--- src/rtl/riscv_pkg.sv ---
// Shared RISC-V constants and types used by the fetch stage and the decoder.
package riscv_pkg;

    typedef logic [6:0] opcode_t;

    localparam logic [31:0] NOP_INSTR = 32'h0000_0013;

    localparam opcode_t OP_LOAD   = 7'h03;
    localparam opcode_t OP_STORE  = 7'h23;
    localparam opcode_t OP_R      = 7'h33;
    localparam opcode_t OP_I      = 7'h13;
    localparam opcode_t OP_BRANCH = 7'h63;
    localparam opcode_t OP_JAL    = 7'h6F;

    // Opcode field of a 32-bit instruction word.
    function automatic opcode_t get_opcode(input logic [31:0] word);
        return word[6:0];
    endfunction

endpackage

--- src/rtl/ifu_fifo.sv ---
// Registered instruction buffer with synchronous flush; no write-to-read bypass.
module ifu_fifo #(
    parameter int WIDTH = 64,
    parameter int DEPTH = 2
) (
    input  logic                     clk,
    input  logic                     reset,
    input  logic                     flush,
    input  logic                     push,
    input  logic [WIDTH-1:0]         push_data,
    input  logic                     pop,
    output logic [WIDTH-1:0]         head_data,
    output logic                     full,
    output logic                     empty,
    output logic [$clog2(DEPTH):0]   count
);

    localparam int AW = $clog2(DEPTH);
    localparam logic [AW:0] DEPTH_W = (AW+1)'(DEPTH);

    logic [WIDTH-1:0] mem_r [DEPTH];
    logic [AW-1:0]    wr_ptr_r;
    logic [AW-1:0]    rd_ptr_r;
    logic [AW:0]      count_r;
    logic             do_push_s;
    logic             do_pop_s;

    assign empty     = (count_r == {(AW+1){1'b0}});
    assign full      = (count_r == DEPTH_W);
    assign count     = count_r;
    assign head_data = mem_r[rd_ptr_r];

    // A push into a full buffer is accepted only when the head leaves in the same cycle.
    always_comb begin
        do_pop_s  = pop && !empty && !flush;
        do_push_s = push && !flush && (!full || do_pop_s);
    end

    // Pointer and occupancy bookkeeping.
    always_ff @(posedge clk) begin
        if (reset || flush) begin
            wr_ptr_r <= {AW{1'b0}};
            rd_ptr_r <= {AW{1'b0}};
            count_r  <= {(AW+1){1'b0}};
        end else begin
            if (do_push_s) begin
                wr_ptr_r <= wr_ptr_r + {{(AW-1){1'b0}}, 1'b1};
            end
            if (do_pop_s) begin
                rd_ptr_r <= rd_ptr_r + {{(AW-1){1'b0}}, 1'b1};
            end
            case ({do_push_s, do_pop_s})
                2'b10:   count_r <= count_r + {{AW{1'b0}}, 1'b1};
                2'b01:   count_r <= count_r - {{AW{1'b0}}, 1'b1};
                default: count_r <= count_r;
            endcase
        end
    end

    // Entry storage; contents are don't-care until counted as valid.
    always_ff @(posedge clk) begin
        if (do_push_s) begin
            mem_r[wr_ptr_r] <= push_data;
        end
    end

endmodule

--- src/rtl/instr_fetch_unit.sv ---
// Instruction fetch stage: credit-limited sequential fetch, tagged buffering, redirect with stale-response drop.
// Optional build macro IFU_PERF_CNT_EN adds saturating pop/flush performance counters.
module instr_fetch_unit
    import riscv_pkg::*;
#(
    parameter int              XLEN       = 32,
    parameter logic [XLEN-1:0] RESET_PC   = {XLEN{1'b0}},
    parameter int              FIFO_DEPTH = 2
) (
    input  logic            clk,
    input  logic            reset,
    output logic            imem_req_valid,
    input  logic            imem_req_ready,
    output logic [XLEN-1:0] imem_req_addr,
    input  logic            imem_rsp_valid,
    input  logic [31:0]     imem_rsp_data,
    input  logic            redirect_valid,
    input  logic [XLEN-1:0] redirect_pc,
    input  logic            stall,
    output logic            instr_valid,
    output logic [31:0]     instr,
    output logic [6:0]      op,
`ifdef IFU_PERF_CNT_EN
    output logic [31:0]     perf_fetch_cnt,
    output logic [31:0]     perf_flush_cnt,
`endif
    output logic [XLEN-1:0] instr_pc
);

    localparam int CW = $clog2(FIFO_DEPTH) + 1;
    localparam logic [CW:0] DEPTH_W = (CW+1)'(FIFO_DEPTH);
    localparam logic [XLEN-1:0] PC_STEP = {{(XLEN-3){1'b0}}, 3'b100};

    logic [XLEN-1:0]    pc_r;
    logic [XLEN-1:0]    rsp_pc_r;
    logic [CW-1:0]      inflight_r;
    logic [CW-1:0]      drop_r;
    logic [CW-1:0]      inflight_next_s;
    logic [CW-1:0]      fifo_count_s;
    logic               fifo_full_s;
    logic               fifo_empty_s;
    logic [XLEN+31:0]   fifo_head_s;
    logic [XLEN-1:0]    redirect_target_s;
    logic               req_fire_s;
    logic               push_s;
    logic               pop_s;

    // Request credit is a function of registered occupancy only.
    always_comb begin
        imem_req_valid    = ({1'b0, inflight_r} + {1'b0, fifo_count_s}) < DEPTH_W;
        imem_req_addr     = pc_r;
        req_fire_s        = imem_req_valid && imem_req_ready;
        redirect_target_s = redirect_pc & {{(XLEN-2){1'b1}}, 2'b00};
        inflight_next_s   = inflight_r + {{(CW-1){1'b0}}, req_fire_s}
                                       - {{(CW-1){1'b0}}, imem_rsp_valid};
        push_s            = imem_rsp_valid && (drop_r == {CW{1'b0}}) && !redirect_valid
                            && (!fifo_full_s || pop_s);
    end

    // Decode-facing view of the buffer head; NOP with a zero PC when empty.
    always_comb begin
        instr_valid = !fifo_empty_s;
        pop_s       = instr_valid && !stall;
        if (instr_valid) begin
            instr    = fifo_head_s[31:0];
            instr_pc = fifo_head_s[XLEN+31:32];
        end else begin
            instr    = NOP_INSTR;
            instr_pc = {XLEN{1'b0}};
        end
        op = get_opcode(instr);
    end

    // Fetch PC, response tag PC, in-flight and drop counters. rsp_pc_r is the PC of the next kept response.
    always_ff @(posedge clk) begin
        if (reset) begin
            pc_r       <= RESET_PC;
            rsp_pc_r   <= RESET_PC;
            inflight_r <= {CW{1'b0}};
            drop_r     <= {CW{1'b0}};
        end else begin
            inflight_r <= inflight_next_s;
            if (redirect_valid) begin
                pc_r     <= redirect_target_s;
                rsp_pc_r <= redirect_target_s;
                drop_r   <= inflight_next_s;
            end else begin
                if (req_fire_s) begin
                    pc_r <= pc_r + PC_STEP;
                end
                if (imem_rsp_valid && (drop_r != {CW{1'b0}})) begin
                    drop_r <= drop_r - {{(CW-1){1'b0}}, 1'b1};
                end
                if (push_s) begin
                    rsp_pc_r <= rsp_pc_r + PC_STEP;
                end
            end
        end
    end

`ifdef IFU_PERF_CNT_EN
    // Saturating counters of delivered instructions and redirect cycles.
    always_ff @(posedge clk) begin
        if (reset) begin
            perf_fetch_cnt <= 32'h0000_0000;
            perf_flush_cnt <= 32'h0000_0000;
        end else begin
            if (pop_s && (perf_fetch_cnt != 32'hFFFF_FFFF)) begin
                perf_fetch_cnt <= perf_fetch_cnt + 32'h0000_0001;
            end
            if (redirect_valid && (perf_flush_cnt != 32'hFFFF_FFFF)) begin
                perf_flush_cnt <= perf_flush_cnt + 32'h0000_0001;
            end
        end
    end
`endif

    ifu_fifo #(
        .WIDTH (XLEN + 32),
        .DEPTH (FIFO_DEPTH)
    ) u_fifo (
        .clk       (clk),
        .reset     (reset),
        .flush     (redirect_valid),
        .push      (push_s),
        .push_data ({rsp_pc_r, imem_rsp_data}),
        .pop       (pop_s),
        .head_data (fifo_head_s),
        .full      (fifo_full_s),
        .empty     (fifo_empty_s),
        .count     (fifo_count_s)
    );

endmodule

--- config.mk ---
export PLATFORM = sky130hd
export DESIGN_NAME = instr_fetch_unit
export DESIGN_NICKNAME = d
export VERILOG_FILES = /design/src/rtl/riscv_pkg.sv /design/src/rtl/ifu_fifo.sv /design/src/rtl/instr_fetch_unit.sv
export SDC_FILE = /design/constraint.sdc
export NUM_CORES = 1
export LEC_CHECK = 0
export ABC_AREA = 1
export CAP_MARGIN = 20
export CELL_PAD_IN_SITES_DETAIL_PLACEMENT = 0
export CELL_PAD_IN_SITES_GLOBAL_PLACEMENT = 1
export CORE_MARGIN = 1
export CORE_UTILIZATION = 30
export DETAILED_ROUTE_END_ITERATION = 10
export PLACE_DENSITY = 0.66
export SETUP_SLACK_MARGIN = 0.05
export SYNTH_ARGS = -nofsm -noshare
export SYNTH_HDL_FRONTEND = slang
export SYNTH_SLANG_ARGS = --single-unit
--- constraint.sdc ---
create_clock -name clk -period 4.1 [get_ports clk]
set_clock_uncertainty 0.05 [all_clocks]
set_input_delay 0.41 -clock clk [delete_from_list [all_inputs] [get_ports clk]]
set_output_delay 0.41 -clock clk [all_outputs]
set_load 0.1 [all_outputs]
Word level (Yosys, flattened, before mapping). Memory sizes are Yosys's and may differ from the RTL's. A register that Yosys moved wholly into a read port is not among the register bits. Cells that the tools add are included.

Memories: 1. Bits in registers: 72. RAM bits: 128. Word-level logic and storage cells: 62. Input port bits: 70. Output and inout port bits: 105.

Memory list: u_fifo.mem_r (words 2, width 64, rd ports 1, clocked after memory_dff 1, write ports 1, RTL line ifu_fifo.sv:21) `logic [WIDTH-1:0] mem_r [DEPTH];`.

Add/sub/neg operators: 10. $lt $le $gt $ge: 1. Reduce and logical (&&, ||, !) cells: 25. Muxes and demuxes: 13. Eq/ne operators: 3.

Operators by type and width (count): 32-bit 2-to-1 mux (6); 32-bit by 3-bit adder with 32-bit output, second input constant (2); 1-bit logical AND (10); 2-bit nonzero test (5); 2-bit == test, second input constant (2); 1-bit logical NOT (4); 2-bit logical NOT (2); 1-bit 2-to-1 mux (4); 2-bit 2-to-1 mux (2); 2-bit case mux with 2 select lines (1); 2-bit by 1-bit subtractor with 2-bit output, second input constant (2); 2-bit by 2-bit adder with 3-bit output (1); 1-bit logical OR (3); 3-bit by 2-bit less-than comparator with 1-bit output, second input constant (1); 1-bit adder, second input constant (2); 2-bit by 1-bit adder with 2-bit output (1); 2-bit by 1-bit adder with 2-bit output, second input constant (1); 2-bit by 1-bit == test with 1-bit output, second input constant (1); 2-bit OR reduction (1); 2-bit by 1-bit subtractor with 2-bit output (1).

Depth between registers and ports, before layout.
Word-level depth: 9. Depth in mapped cells: 13. Mapped depth without buffers: 13.

Cells and area by module. From an unflattened synthesis, not the netlist that was laid out.

Cells, all modules: 1114. Area total of the unflattened synthesis: 9804.4 sq um.

Modules (own cells, without submodules): ifu_fifo (instances 1, cells an instance 241, seq. area each 3943.8 sq um, area an instance 4906.0 sq um); instr_fetch_unit (instances 1, cells an instance 873, seq. area each 1281.2 sq um, area an instance 4898.4 sq um).

Worst setup path after synthesis. Ideal clock, no wire load.

Path kind: reg-to-reg. From: register drop_r[0]. To: memory u_fifo.mem_r[1][0], enable pin. Required time: 3.567 ns. Library setup time: 0.483 ns. Slack: 0.203 ns. Cell stages (with the launch flop): 7. Period minus slack after synthesis: 3.897 ns. Path buffers: 0. Arrival time: 3.364 ns. Cells stage by stage: dfxtp_1 -> inv_1 -> ha_1 -> nand2_1 -> nor2_2 -> nand2_4 -> nor2_1.

Word-level cells in the longest chain between the ends: 8.

RTL lines: start, declared (RTL line instr_fetch_unit.sv:37) `logic [CW-1:0] drop_r;`; start signal, assigned (RTL line instr_fetch_unit.sv:80) `drop_r <= {CW{1'b0}};`; start signal, assigned (RTL line instr_fetch_unit.sv:86) `drop_r <= inflight_next_s;`; start signal, assigned (RTL line instr_fetch_unit.sv:92) `drop_r <= drop_r - {{(CW-1){1'b0}}, 1'b1};`; 2-bit logical NOT (RTL line instr_fetch_unit.sv:56) `push_s = imem_rsp_valid && (drop_r == {CW{1'b0}}) && !redirect_valid`; 1-bit logical AND (2 in a row) (RTL line instr_fetch_unit.sv:56); 1-bit logical AND (RTL line instr_fetch_unit.sv:57) `&& (!fifo_full_s || pop_s);`; 1-bit logical AND (2 in a row) (RTL line ifu_fifo.sv:36) `do_push_s = push && !flush && (!full || do_pop_s);`; 1-bit 2-to-1 mux (RTL line ifu_fifo.sv:62) `if (do_push_s) begin`; 1-bit 2-to-1 mux (not written as such) (RTL line ifu_fifo.sv:63) `mem_r[wr_ptr_r] <= push_data;`; end, declared (RTL line ifu_fifo.sv:21).

No other way between the ends.

==> metrics <==
outcome finished clean; cts-stage hold buffer count 0; met1 GRT Util 0.235; DRT iter0 DRCs 444; DIE AREA 31300 µm²; met3 Use GR 0.0277; peak fanout along the critical path 45; Worst path top cell family by delay buffers and inverters; GPL Wtd Cong 0.844; Clock Root Buffer clkbuf_16; Internal 3280 µW; CP Capture Point instr[25]; drt wl/cell 15.6 µm; DRC Markers 0; CP Capture Type output port; clock slew at reported path FFs 0.07 ns; synthesized flop and latch total 193; H-tree depth 4; prevailing post-synth register cell edfxtp_1; Tightest Hold Check Type in -> reg; pwr dens 427 nW/µm²; stages on the worst setup path 5; switching fraction of total power 0.339; Routed WL 25800 µm; Die X 177 µm; area leader, netlist edfxtp_1; Fin. Hold Viols 0; Max Cap Viol 0; Pins Over Slew Limit 0; clock latency of the later-clocked register in the worst-skew pair 0.44 ns; Post-layout nets 1324; xor-xnor portion of the synthesized cell area 0.0181; R2R Path End drop_r[1]; Synth area leaders edfxtp_1 41%, dfxtp_1 15%, nand2_1 15%; grt total ovfl 0; net switching power 1680 µW; GRT Max-Usage Layer met2; Slowest-stage cell, CP inv_2; CTS tree built; final worst-path cycle share 0.665; pin count of the biggest net entering global routing 63; TritonRoute pass-1 iters 5; Die Y 177 µm; CP startpoint kind register; minimum clock period 2.73 ns; FP Rows 63; share of cells above drive strength 1 0.112; Starting Density 0.307; Area Growth Syn to Fin 26.8%; adder-cell area share of the yosys netlist 0.0104; cells resized by post-CTS repair 0; most frequent cells in the layout 362 x nand2_1, 124 x edfxtp_1, 116 x a21oi_1; leading cell type in the layout, fill and taps excluded nand2_1; WP buf/inv 3; combinational share of power 0.196; Setup Buffers After CTS 0; post-route antenna net violation count 0; num ports 175; Total Power 4960 µW; met2 usage 0.266; mux share of post-synthesis cell area 0; Slowest Stage Delay on Critical Path 0.58 ns; clk sink count 193; power share of the clock group 0.343; Antenna Cells 0; Slew HR 0.342; crit-path cells inv_2, buf_4, nand2_1, a21oi_1, buf_4; Worst path most repeated cell buf_4; Core ar. 29900 µm²; top-area cell type share of the netlist area 0.406; f_max 0.367 GHz; final setup vio count 0; Worst-Margin Slew 0.984 ns; Post-Syn Area per Cell 8.35 µm²; compound-gate portion of the synthesized area 0.103; sequential share of the synthesized area 0.557; initial antenna violation count 0; vias in the first global route 7333; simple-gate share of the synthesized area 0.240; IR drop worst, VDD 0.282 mV; number of synthesized flops with an enable pin 124; gr usage total 0.167; R2R Setup Slk 1.56 ns; clock buffer depth 2; DP HPWL 17700 µm; first-pass GRT wire length 40000 µm; final setup TNS 0 ns; total number of vias 7587; reg-to-reg startpoint u_fifo.count[0]; Synth Instances 1098; ys async rst share 0; RSZ-0062 raised after global routing false; TritonCTS buffer count 17; WP data required 3.64 ns; register share of total power 0.461; Synth Cell Area 9170 µm²; CP arrival 2.27 ns; unique cell type count in the Yosys netlist 36; I/O Buffers 168; Synth Warn # 0; FF-to-FF path depth 13; reported leakage power 0.00446 µW; vias per cell 4.60; Crit Path Category reg -> out; largest family of logic cells by synthesized area simple AND/OR/NAND/NOR gates
sequential cells by signal, indices dropped and copies added, names as in the netlist, named ones only:
register and cells:
rsp_pc_r 30, u_fifo.rd_ptr_r 1, u_fifo.mem_r 124, u_fifo.count 2, inflight_r 2, drop_r 2, u_fifo.wr_ptr_r 1, imem_req_addr 30
synthesized netlist by cell type, drive strengths merged (2+ instances only):
library cell / number
a21oi: 116
a31oi: 13
and2: 2
buf: 23
clkbuf: 27
dfxtp: 69
edfxtp: 124
ha: 6
inv: 108
nand2: 363
nand3: 63
nand3b: 2
nand4: 5
nor2: 99
nor3: 2
nor3b: 3
o211ai: 3
o21ai: 41
or2: 3
xnor2: 7
xor2: 12
stage by stage:
step           setup slack, ns  instance area, µm²  hold WS, ns  cells  utilization
4_1_cts                   1.29               11600        0.301   1650        0.389
3_5_place_dp              1.30               11000        0.407   1618        0.369
3_3_place_gp              1.31               11000        0.409   1618        0.369
6_report                  1.37               11600        0.309   1650        0.389
5_1_grt                   1.18               11600        0.313   1650        0.389
2_1_floorplan            0.203                9180        0.397   1101            -
power by group through the flow:
stage	clock network (µW)	registers, µW	logic (µW)
after floorplan	0	2470	552
after global placement	0	2330	970
after detailed placement	0	2330	977
after CTS	1740	2290	981
after global routing	1830	2310	1040
final	1700	2290	971
kinds of logic (layout without fill, tap and decap cells):
| logic type | after synthesis | count (layout) |
|---|---|---|
| fa+ha+maj | 7 | 7 |
| xor+xnor | 19 | 19 |
| compound gates | 178 | 178 |
| other cells | 1 | 4 |
| flops | 193 | 193 |
| simple gates | 542 | 542 |
| buf+inv | 158 | 317 |
how the worst min path moves through the flow:
stage	cells past startpoint	slack, ns	from	end
2_1_floorplan	2	0.40	u_fifo.rd_ptr_r	register
3_3_place_gp	2	0.41	u_fifo.rd_ptr_r	u_fifo.rd_ptr_r
3_5_place_dp	2	0.41	u_fifo.rd_ptr_r	register
4_1_cts	2	0.30	reset	rsp_pc_r[14]
5_1_grt	2	0.31	reset	rsp_pc_r[14]
6_report	2	0.31	reset	rsp_pc_r[14]
layout make-up:
type,instances,area (µm²)
multi-input cells,750,3440
flip-flops and latches,193,5110
fillers,3034,18300
well taps,390,488
clock inverters,15,175
repair buffers,177,1580
clock buffers,17,425
inverters,108,405
metal layers:
layer,wire (µm),part of all wire
met1,12800,0.49
met2,11400,0.44
met3,1380,0.054
met4,298,0.012
met5,0,0
Power figures use the tool's default switching activity.
